--- src/rtl/vm2002_change_dispenser.sv ---
// vm2002_change_dispenser: greedy quarter/dime/nickel change payout from three coin tubes with refill.
// Optional CHG_EXACT_EN: dry-run the greedy payout first and refuse requests that cannot be paid exactly.
module vm2002_change_dispenser #(
    parameter int AMT_W     = 16,
    parameter int TUBE_W    = 6,
    parameter int TUBE_MAX  = 50,
    parameter int TUBE_INIT = 20,
    parameter int DISP_GAP  = 2
) (
    input  logic              clk,
    input  logic              hrst_n,
    input  logic              srst,
    input  logic              chg_valid,
    input  logic [AMT_W-1:0]  chg_amount,
    output logic              chg_ready,
    output logic              coin_strobe,
    output logic [1:0]        coin_out,
    output logic              done,
    output logic [AMT_W-1:0]  shortfall,
    output logic              exact_fail,
    input  logic              refill_valid,
    input  logic [1:0]        refill_coin,
    input  logic [TUBE_W-1:0] refill_count,
    output logic              refill_err,
    output logic [TUBE_W-1:0] tube_n,
    output logic [TUBE_W-1:0] tube_d,
    output logic [TUBE_W-1:0] tube_q
);
    localparam int GW = $clog2(DISP_GAP + 1);

    typedef enum logic [2:0] {
        IDLE, DISPENSE, GAP, DONE
`ifdef CHG_EXACT_EN
        , CHECK
`endif
    } state_t;

    state_t            state_q, state_d;
    logic [AMT_W-1:0]  rem_q, rem_d, short_q, short_d;
    logic [TUBE_W-1:0] tn_q, tn_d, td_q, td_d, tq_q, tq_d;
    logic [GW-1:0]     gap_q, gap_d;
    logic              strobe_q, strobe_d, done_q, done_d, rerr_q, rerr_d, ready_q, ready_d;
    logic [1:0]        coin_q, coin_d, pc;
    logic [TUBE_W-1:0] rsel, rnew;
    logic [TUBE_W:0]   rsum;
    logic              clip, rok;
`ifdef CHG_EXACT_EN
    logic [AMT_W-1:0]  srem_q, srem_d;
    logic [TUBE_W-1:0] sn_q, sn_d, sd_q, sd_d, sq_q, sq_d;
    logic              xfail_q, xfail_d;
    logic [1:0]        spc;
`endif

    function automatic logic [1:0] pick(input logic [AMT_W-1:0] r,
                                        input logic [TUBE_W-1:0] n, d, q);
        return (r >= AMT_W'(25) && q != '0) ? 2'd3 :
               (r >= AMT_W'(10) && d != '0) ? 2'd2 :
               (r >= AMT_W'(5)  && n != '0) ? 2'd1 : 2'd0;
    endfunction

    function automatic logic [AMT_W-1:0] value(input logic [1:0] c);
        return c == 2'd3 ? AMT_W'(25) : c == 2'd2 ? AMT_W'(10) : c == 2'd1 ? AMT_W'(5) : '0;
    endfunction

    always_comb begin
        state_d  = state_q;
        rem_d    = rem_q;
        gap_d    = gap_q;
        short_d  = short_q;
        strobe_d = 1'b0;
        coin_d   = 2'd0;
        done_d   = 1'b0;
        // refill is applied first so a same-cycle accept sees the refilled tube
        rsel     = refill_coin == 2'd3 ? tq_q : refill_coin == 2'd2 ? td_q : tn_q;
        rsum     = {1'b0, rsel} + {1'b0, refill_count};
        clip     = rsum > (TUBE_W+1)'(TUBE_MAX);
        rnew     = clip ? TUBE_W'(TUBE_MAX) : rsum[TUBE_W-1:0];
        rok      = refill_valid && state_q == IDLE && refill_coin != 2'd0;
        rerr_d   = refill_valid && !(rok && !clip);
        tn_d     = rok && refill_coin == 2'd1 ? rnew : tn_q;
        td_d     = rok && refill_coin == 2'd2 ? rnew : td_q;
        tq_d     = rok && refill_coin == 2'd3 ? rnew : tq_q;
        pc       = pick(rem_q, tn_q, td_q, tq_q);
`ifdef CHG_EXACT_EN
        xfail_d  = 1'b0;
        srem_d   = srem_q;
        sn_d     = sn_q;
        sd_d     = sd_q;
        sq_d     = sq_q;
        spc      = pick(srem_q, sn_q, sd_q, sq_q);
`endif
        if (srst && state_q != IDLE && state_q != DONE) begin
            state_d = DONE;
            done_d  = 1'b1;
            short_d = rem_q;
        end else begin
            case (state_q)
                IDLE: if (chg_valid) begin
                    rem_d   = chg_amount;
                    short_d = '0;
`ifdef CHG_EXACT_EN
                    state_d = CHECK;
                    srem_d  = chg_amount;
                    sn_d    = tn_d;
                    sd_d    = td_d;
                    sq_d    = tq_d;
`else
                    state_d = DISPENSE;
`endif
                end
`ifdef CHG_EXACT_EN
                CHECK: if (srem_q == '0) state_d = DISPENSE;
                else if (spc != 2'd0) begin
                    srem_d = srem_q - value(spc);
                    sn_d   = sn_q - TUBE_W'(spc == 2'd1);
                    sd_d   = sd_q - TUBE_W'(spc == 2'd2);
                    sq_d   = sq_q - TUBE_W'(spc == 2'd3);
                end else begin
                    state_d = DONE;
                    done_d  = 1'b1;
                    short_d = rem_q;
                    xfail_d = 1'b1;
                end
`endif
                DISPENSE: if (pc != 2'd0) begin
                    strobe_d = 1'b1;
                    coin_d   = pc;
                    rem_d    = rem_q - value(pc);
                    tn_d     = tn_q - TUBE_W'(pc == 2'd1);
                    td_d     = td_q - TUBE_W'(pc == 2'd2);
                    tq_d     = tq_q - TUBE_W'(pc == 2'd3);
                    gap_d    = GW'(DISP_GAP);
                    state_d  = GAP;
                end else begin
                    state_d = DONE;
                    done_d  = 1'b1;
                    short_d = rem_q;
                end
                GAP: begin
                    gap_d   = gap_q - GW'(1);
                    state_d = gap_q == GW'(1) ? DISPENSE : GAP;
                end
                default: state_d = IDLE;
            endcase
        end
        ready_d = state_d == IDLE;
    end

    always_ff @(posedge clk or negedge hrst_n) begin
        if (!hrst_n) begin
            state_q  <= IDLE;
            rem_q    <= '0;
            short_q  <= '0;
            gap_q    <= '0;
            tn_q     <= TUBE_W'(TUBE_INIT);
            td_q     <= TUBE_W'(TUBE_INIT);
            tq_q     <= TUBE_W'(TUBE_INIT);
            strobe_q <= 1'b0;
            coin_q   <= 2'd0;
            done_q   <= 1'b0;
            rerr_q   <= 1'b0;
            ready_q  <= 1'b1;
        end else begin
            state_q  <= state_d;
            rem_q    <= rem_d;
            short_q  <= short_d;
            gap_q    <= gap_d;
            tn_q     <= tn_d;
            td_q     <= td_d;
            tq_q     <= tq_d;
            strobe_q <= strobe_d;
            coin_q   <= coin_d;
            done_q   <= done_d;
            rerr_q   <= rerr_d;
            ready_q  <= ready_d;
        end
    end

`ifdef CHG_EXACT_EN
    always_ff @(posedge clk or negedge hrst_n) begin
        if (!hrst_n) begin
            srem_q  <= '0;
            sn_q    <= '0;
            sd_q    <= '0;
            sq_q    <= '0;
            xfail_q <= 1'b0;
        end else begin
            srem_q  <= srem_d;
            sn_q    <= sn_d;
            sd_q    <= sd_d;
            sq_q    <= sq_d;
            xfail_q <= xfail_d;
        end
    end
    assign exact_fail = xfail_q;
`else
    assign exact_fail = 1'b0;
`endif

    assign chg_ready   = ready_q;
    assign coin_strobe = strobe_q;
    assign coin_out    = coin_q;
    assign done        = done_q;
    assign shortfall   = short_q;
    assign refill_err  = rerr_q;
    assign tube_n      = tn_q;
    assign tube_d      = td_q;
    assign tube_q      = tq_q;
endmodule

--- config.mk ---
export PLATFORM = sky130hd
export DESIGN_NAME = vm2002_change_dispenser
export DESIGN_NICKNAME = d
export VERILOG_FILES = /design/src/rtl/vm2002_change_dispenser.sv
export SDC_FILE = /design/constraint.sdc
export NUM_CORES = 1
export LEC_CHECK = 0
export ABC_AREA = 0
export BUFFER_PORTS_ARGS = -buffer_cell sky130_fd_sc_hd__buf_2
export CAP_MARGIN = 0
export CORE_ASPECT_RATIO = 0.7
export CORE_MARGIN = 2
export CORE_UTILIZATION = 60
export CTS_BUF_LIST = sky130_fd_sc_hd__clkbuf_8
export DETAILED_ROUTE_END_ITERATION = 12
export GPL_TIMING_DRIVEN = 0
export PLACE_DENSITY_LB_ADDON = 0.08
export SETUP_SLACK_MARGIN = 0.2
export SYNTH_ARGS = -nofsm -noshare
export SYNTH_HDL_FRONTEND = slang
export SYNTH_SLANG_ARGS = --single-unit
--- constraint.sdc ---
create_clock -name clk -period 6.51 [get_ports clk]
set_input_delay 1.302 -clock clk [delete_from_list [all_inputs] [get_ports clk]]
set_output_delay 1.302 -clock clk [all_outputs]
set_load 0.02 [all_outputs]
## After elaboration in Yosys (flattened, before gate mapping)

Index checks and enable logic that the tools add are counted.

- Register bits: 61
- Output and inout bits: 41
- Logic and storage cells: 109

- Add/sub/neg operators: 6
- Magnitude comparators: 4
- Eq/ne operators: 14
- Multiplexer cells: 44
- Bitwise operators: 1
- Reduce and logical (&&, ||, !) cells: 28

Operators by type and width:

| kind | number |
|---|---|
| 6-bit two-way mux | 15 |
| 16-bit two-way mux | 5 |
| 16-bit case mux with 2 select lines | 2 |
| 6-bit nonzero test | 3 |
| 6-bit by 1-bit subtractor with 6-bit output | 3 |
| 16-bit by 3-bit >= comparator with 1-bit output, second input constant | 1 |
| 16-bit by 4-bit >= comparator with 1-bit output, second input constant | 1 |
| 16-bit by 5-bit >= comparator with 1-bit output, second input constant | 1 |
| 16-bit by 5-bit subtractor with 16-bit output | 1 |
| 2-bit two-way mux | 7 |
| 1-bit logical AND | 12 |
| 3-bit two-way mux | 3 |
| 3-bit case mux with 3 select lines | 1 |
| 2-bit equality test, second input constant | 4 |
| 1-bit two-way mux | 8 |
| 2-bit nonzero test | 4 |
| 6-bit by 6-bit adder with 7-bit output | 1 |
| 7-bit by 6-bit greater-than comparator with 1-bit output, second input constant | 1 |
| 2-bit by 1-bit equality test with 1-bit output, second input constant | 3 |
| 3-bit zero test | 2 |
| 3-bit by 2-bit != test with 1-bit output, second input constant | 2 |
| 3-bit AND reduction | 2 |
| 3-bit nonzero test | 2 |
| 5-bit two-way mux | 1 |
| 10 further kinds | 12 |

## Depth between registers and ports, before layout

- Depth in word-level cells: 12
- Depth in mapped cells: 13

## Worst setup path after synthesis

No wires, ideal clock.

- Path type: input -> register
- Start point: in refill_coin[1]
- End point: reg tn_q[1], in the netlist tube_n[1]
- Library setup time: 0.136 ns
- Arrival time: 3.697 ns
- Data required time: 6.374 ns
- Path slack: 2.677 ns
- Cell stages on the path: 11
- Cells stage by stage: clkbuf_1 > clkbuf_1 > nor2_1 > a21oi_1 > ha_1 > a211oi_1 > nor2_1 > xor2_1 > o211ai_1 > nor4b_1 > o22ai_1

- Cells in the longest elaborated chain, start to end: 10
- Elaborated cells between the ends (all ways): 15
- Those cells by class: add/sub (1); order compare (1); eq/ne (3); mux (7); reduce/logical (3)

Ends and longest elaborated chain:

| item | RTL line | RTL |
|---|---|---|
| start, declared | 22 | `input logic [1:0] refill_coin,` |
| 2-bit equality test | 74 | `rsel = refill_coin == 2'd3 ? tq_q : refill_coin == 2'd2 ? td_q : tn_q;` |
| 6-bit two-way mux (2 in a row) | 74 |  |
| 6-bit by 6-bit adder with 7-bit output | 75 | `rsum = {1'b0, rsel} + {1'b0, refill_count};` |
| 7-bit by 6-bit greater-than comparator with 1-bit output | 76 | `clip = rsum > (TUBE_W+1)'(TUBE_MAX);` |
| 6-bit two-way mux | 77 | `rnew = clip ? TUBE_W'(TUBE_MAX) : rsum[TUBE_W-1:0];` |
| 6-bit two-way mux (*) | 80 | `tn_d = rok && refill_coin == 2'd1 ? rnew : tn_q;` |
| 6-bit two-way mux | 125 | `DISPENSE: if (pc != 2'd0) begin` |
| 6-bit two-way mux | 97 | `case (state_q)` |
| 6-bit two-way mux (*) | 92 | `if (srst && state_q != IDLE && state_q != DONE) begin` |
| named net tn_d[1] | 40 | `logic [TUBE_W-1:0] tn_q, tn_d, td_q, td_d, tq_q, tq_d;` |
| end signal, assigned | 155 | `tn_q <= TUBE_W'(TUBE_INIT);` |
| end signal, assigned | 168 | `tn_q <= tn_d;` |
| end, declared | 40 |  |

The timed path passes the listed nets; every way through them passes the cells marked *.
A chain may end at the register's enable or synchronous reset.

## Final worst setup path

- Start point: in refill_coin[0]
- End point: reg tn_q[2], in the netlist tube_n[2]

Same word-level chain as after synthesis.

==> results.sh <==
export IMPL_status="complete, no violations"
export IMPL_ant_nets=0
export IMPL_setup_viol=0
export IMPL_syn_area_per_cell_um2=8.57
export IMPL_synth_distinct_cells=64
export IMPL_routed_wl_um=11900
export IMPL_root_buffer="clkbuf_8"
export IMPL_synth_top_family_by_area="simple AND/OR/NAND/NOR gates"
export IMPL_hpwl_um=8600
export IMPL_ir_drop_uv=249
export IMPL_ys_seq_elements=61
export IMPL_grt_pass1_vias=3765
export IMPL_detail_route_vias_per_cell=6.26
export IMPL_drive_gt1_share_pct=21.4
export IMPL_grt_util_all_layers_pct=34.1
export IMPL_antenna_found_initial=0
export IMPL_path_max_fanout=10
export IMPL_synth_compound_area_share_pct=22.6
export IMPL_yosys_area_top_type="dfrtp_1"
export IMPL_synthAdderAreaFrac_pct=6.54
export IMPL_cts_tree="built"
export IMPL_period_share_pct=64.9
export IMPL_reg2regPathDepth=13
export IMPL_post_cts_resized=0
export IMPL_final_area_um2=4780
export IMPL_worst_slew_pin_slew_ns=0.980
export IMPL_clk_pin_slew_ns=0.07
export IMPL_place_congestion=0.940
export IMPL_rsz0062_at_grt="false"
export IMPL_yosysSeqAreaShare_pct=37.9
export IMPL_rows=25
export IMPL_final_util_pct=72.2
export IMPL_grt_pass1_wl_um=19200
export IMPL_placed_area_um2=4510
export IMPL_hold_buffers=0
export IMPL_power_density_nw_per_um2=474
export IMPL_synthMuxAreaShare_pct=2.81
export IMPL_grt_ovfl_total=0
export IMPL_n_antenna_cell=0
export IMPL_coreArea_um2=6630
export IMPL_layout_nets=601
export IMPL_ios=70
export IMPL_fin_skew_ns=0.00865
export IMPL_netlist_area_um2=4060
export IMPL_wire_per_inst_um=18.3
export IMPL_place_worst_setup_slack_ns=2.01
export IMPL_ys_warn_count=0
export IMPL_maxCapViolCount=0
export IMPL_syn2layout_area_growth_pct=18.0
export IMPL_place_inst=635
export IMPL_finalCriticalPeriod_ns=4.23
export IMPL_syn_inst=473
export IMPL_critPathKind="primary input to register"
export IMPL_synthXorXnorAreaFrac_pct=1.51
export IMPL_clock_path_buffers=2
export IMPL_synth_async_sr_flop_share_pct=100
export IMPL_start_util_pct=61.2
export IMPL_hold_violations=0
export IMPL_drtIter0Drc=497
export IMPL_fillers=562
export IMPL_cellLeakagePower_nw=2.19
export IMPL_startpoint_type="primary input"
export IMPL_cts_setup_buffers=0
export IMPL_grt_max_degree=62
export IMPL_vias=4074
export IMPL_final_setup_tns_ns=0
export IMPL_synthFlopType="dfrtp_1"
export IMPL_portBuffers=67
export IMPL_synth_top_area_share_pct=33.3
export IMPL_die_w_um=102
export IMPL_slew_violations=0
export IMPL_fin_ws_ns=2.28
export IMPL_yosys_area_share_simple_pct=23.0
export IMPL_die_area_um2=7440
export IMPL_cp_arrival_ns=4.48
export IMPL_hold_path_depth=1
export IMPL_ys_top_cells_by_area="dfrtp_1 33%, ha_1 5.6%, nand2_1 4.7%"
export IMPL_critPathCaptureType="register"
export IMPL_cts_sinks=61
export IMPL_dr_pass1_iters=6
export IMPL_slew_headroom_pct=34.2
export IMPL_numCtsBuffers=9
export IMPL_cp_required_ns=6.77
export IMPL_timing_fmax_mhz=237
export IMPL_stdcell_count=651
export IMPL_clk_insertion_delay_late_ns=0.36
export IMPL_hp_class="register to register"
export IMPL_die_height_um=72.8
export IMPL_ctsHtreeMaxLevel=3
export IMPL_synth_edf_count=0
export IMPL_drc=0
[worst paths after layout]
check	startpoint	to	slack, ns
setup / recovery	refill_coin[0]	tube_n[2]	2.28
hold reg to reg	gap_q[1]	gap_q[1]	0.49
setup reg to reg	rem_q[14]	rem_q[15]	2.65
hold / removal	gap_q[1]	gap_q[1]	0.49
min in group asynchronous	hrst_n	refill_err	1.02
max in group asynchronous	hrst_n	rem_q[0]	4.98
[report_power, final]
part,leakage (nW),total (mW),switching [mW],internal (mW)
logic,1.34,1.04,0.645,0.395
registers,0.717,0.763,0.208,0.555
clock network,0.134,0.466,0.171,0.296
total,2.19,2.27,1.02,1.25
[worst max-delay path, stage by stage]
cell,delay (ns)
buf_2,0.10
clkbuf_1,0.43
mux2i_1,0.26
a21oi_1,0.09
ha_1,0.25
fa_1,0.42
nand3_1,0.09
nand2_1,0.12
a311oi_1,0.71
and2_1,0.34
a21oi_1,0.09
nor3_1,0.28
[stage by stage]
step | hold slack [ns] | power (mW)
2_1_floorplan | 0.460 | 1.43
3_3_place_gp | 0.476 | 1.74
3_5_place_dp | 0.478 | 1.78
4_1_cts | 0.495 | 2.25
5_1_grt | 0.506 | 2.42
6_report | 0.495 | 2.27
[layer usage]
layer,wire length (µm),track usage [%]
met1,5460,51.9
met5,0,0
met2,5000,48.9
met3,1240,8.52
met4,190,7.70
[synth_stat cells (14+ instances only)]
cell	count
dfrtp_1	54
nand2_1	51
nor2_1	42
a21oi_1	36
o21ai_0	31
inv_1	23
nor3_1	22
ha_1	18
clkbuf_1	15
nand3_1	14
[sequential cells by signal, indices dropped and copies added, names as in the netlist]
| signal | cells |
|---|---|
| coin_out | 2 |
| chg_ready | 1 |
| tube_n | 6 |
| state_q | 3 |
| done | 1 |
| rem_q | 16 |
| shortfall | 16 |
| tube_d | 6 |
| gap_q | 2 |
| refill_err | 1 |
| coin_strobe | 1 |
| tube_q | 6 |
[cell families after synthesis]
| kind of cell | count (synthesis) |
|---|---|
| AND/OR/NAND/NOR | 188 |
| XOR/XNOR | 7 |
| multiplexers | 11 |
| AO/OA/AOI/OAI | 135 |
| other | 1 |
| buffers and inverters | 50 |
| adder cells (fa/ha/maj) | 20 |
| flip-flops | 61 |
[layout by cell type (no fill, tap or decap), drive strengths merged, types with 3 or more instances in the layout]
| master | n |
|---|---|
| nor2 | 44 |
| o22ai | 5 |
| dfstp | 7 |
| or2 | 6 |
| bufinv | 4 |
| o211ai | 8 |
| a22oi | 6 |
| a21o | 4 |
| nand2b | 4 |
| a2bb2oi | 5 |
| xor2 | 5 |
| or3 | 3 |
| nor4b | 4 |
| nor2b | 7 |
| inv | 25 |
| mux2 | 3 |
| nor4 | 7 |
| and2 | 8 |
| a21oi | 36 |
| mux2i | 8 |
| o22a | 6 |
| nand4 | 6 |
| o21ai | 32 |
| dfrtp | 54 |
| a31oi | 8 |
| o41ai | 3 |
| nor3 | 24 |
| buf | 78 |
| ha | 18 |
| nand2 | 51 |
| nand3 | 14 |
| a211oi | 8 |
| clkbuf | 24 |
[layout make-up]
cell class	count	area [µm²]	share of cell area (%)
clock buffers	9	124	2.59
repair buffers	67	338	7.06
flip-flops and latches	61	1540	32.1
inverters	24	90.1	1.88
multi-input cells	363	2300	48.1
plain buffers	26	134	2.80
clock inverters	7	146	3.06
well taps	94	118	2.46
No activity file was read; power rests on OpenSTA's default activity.
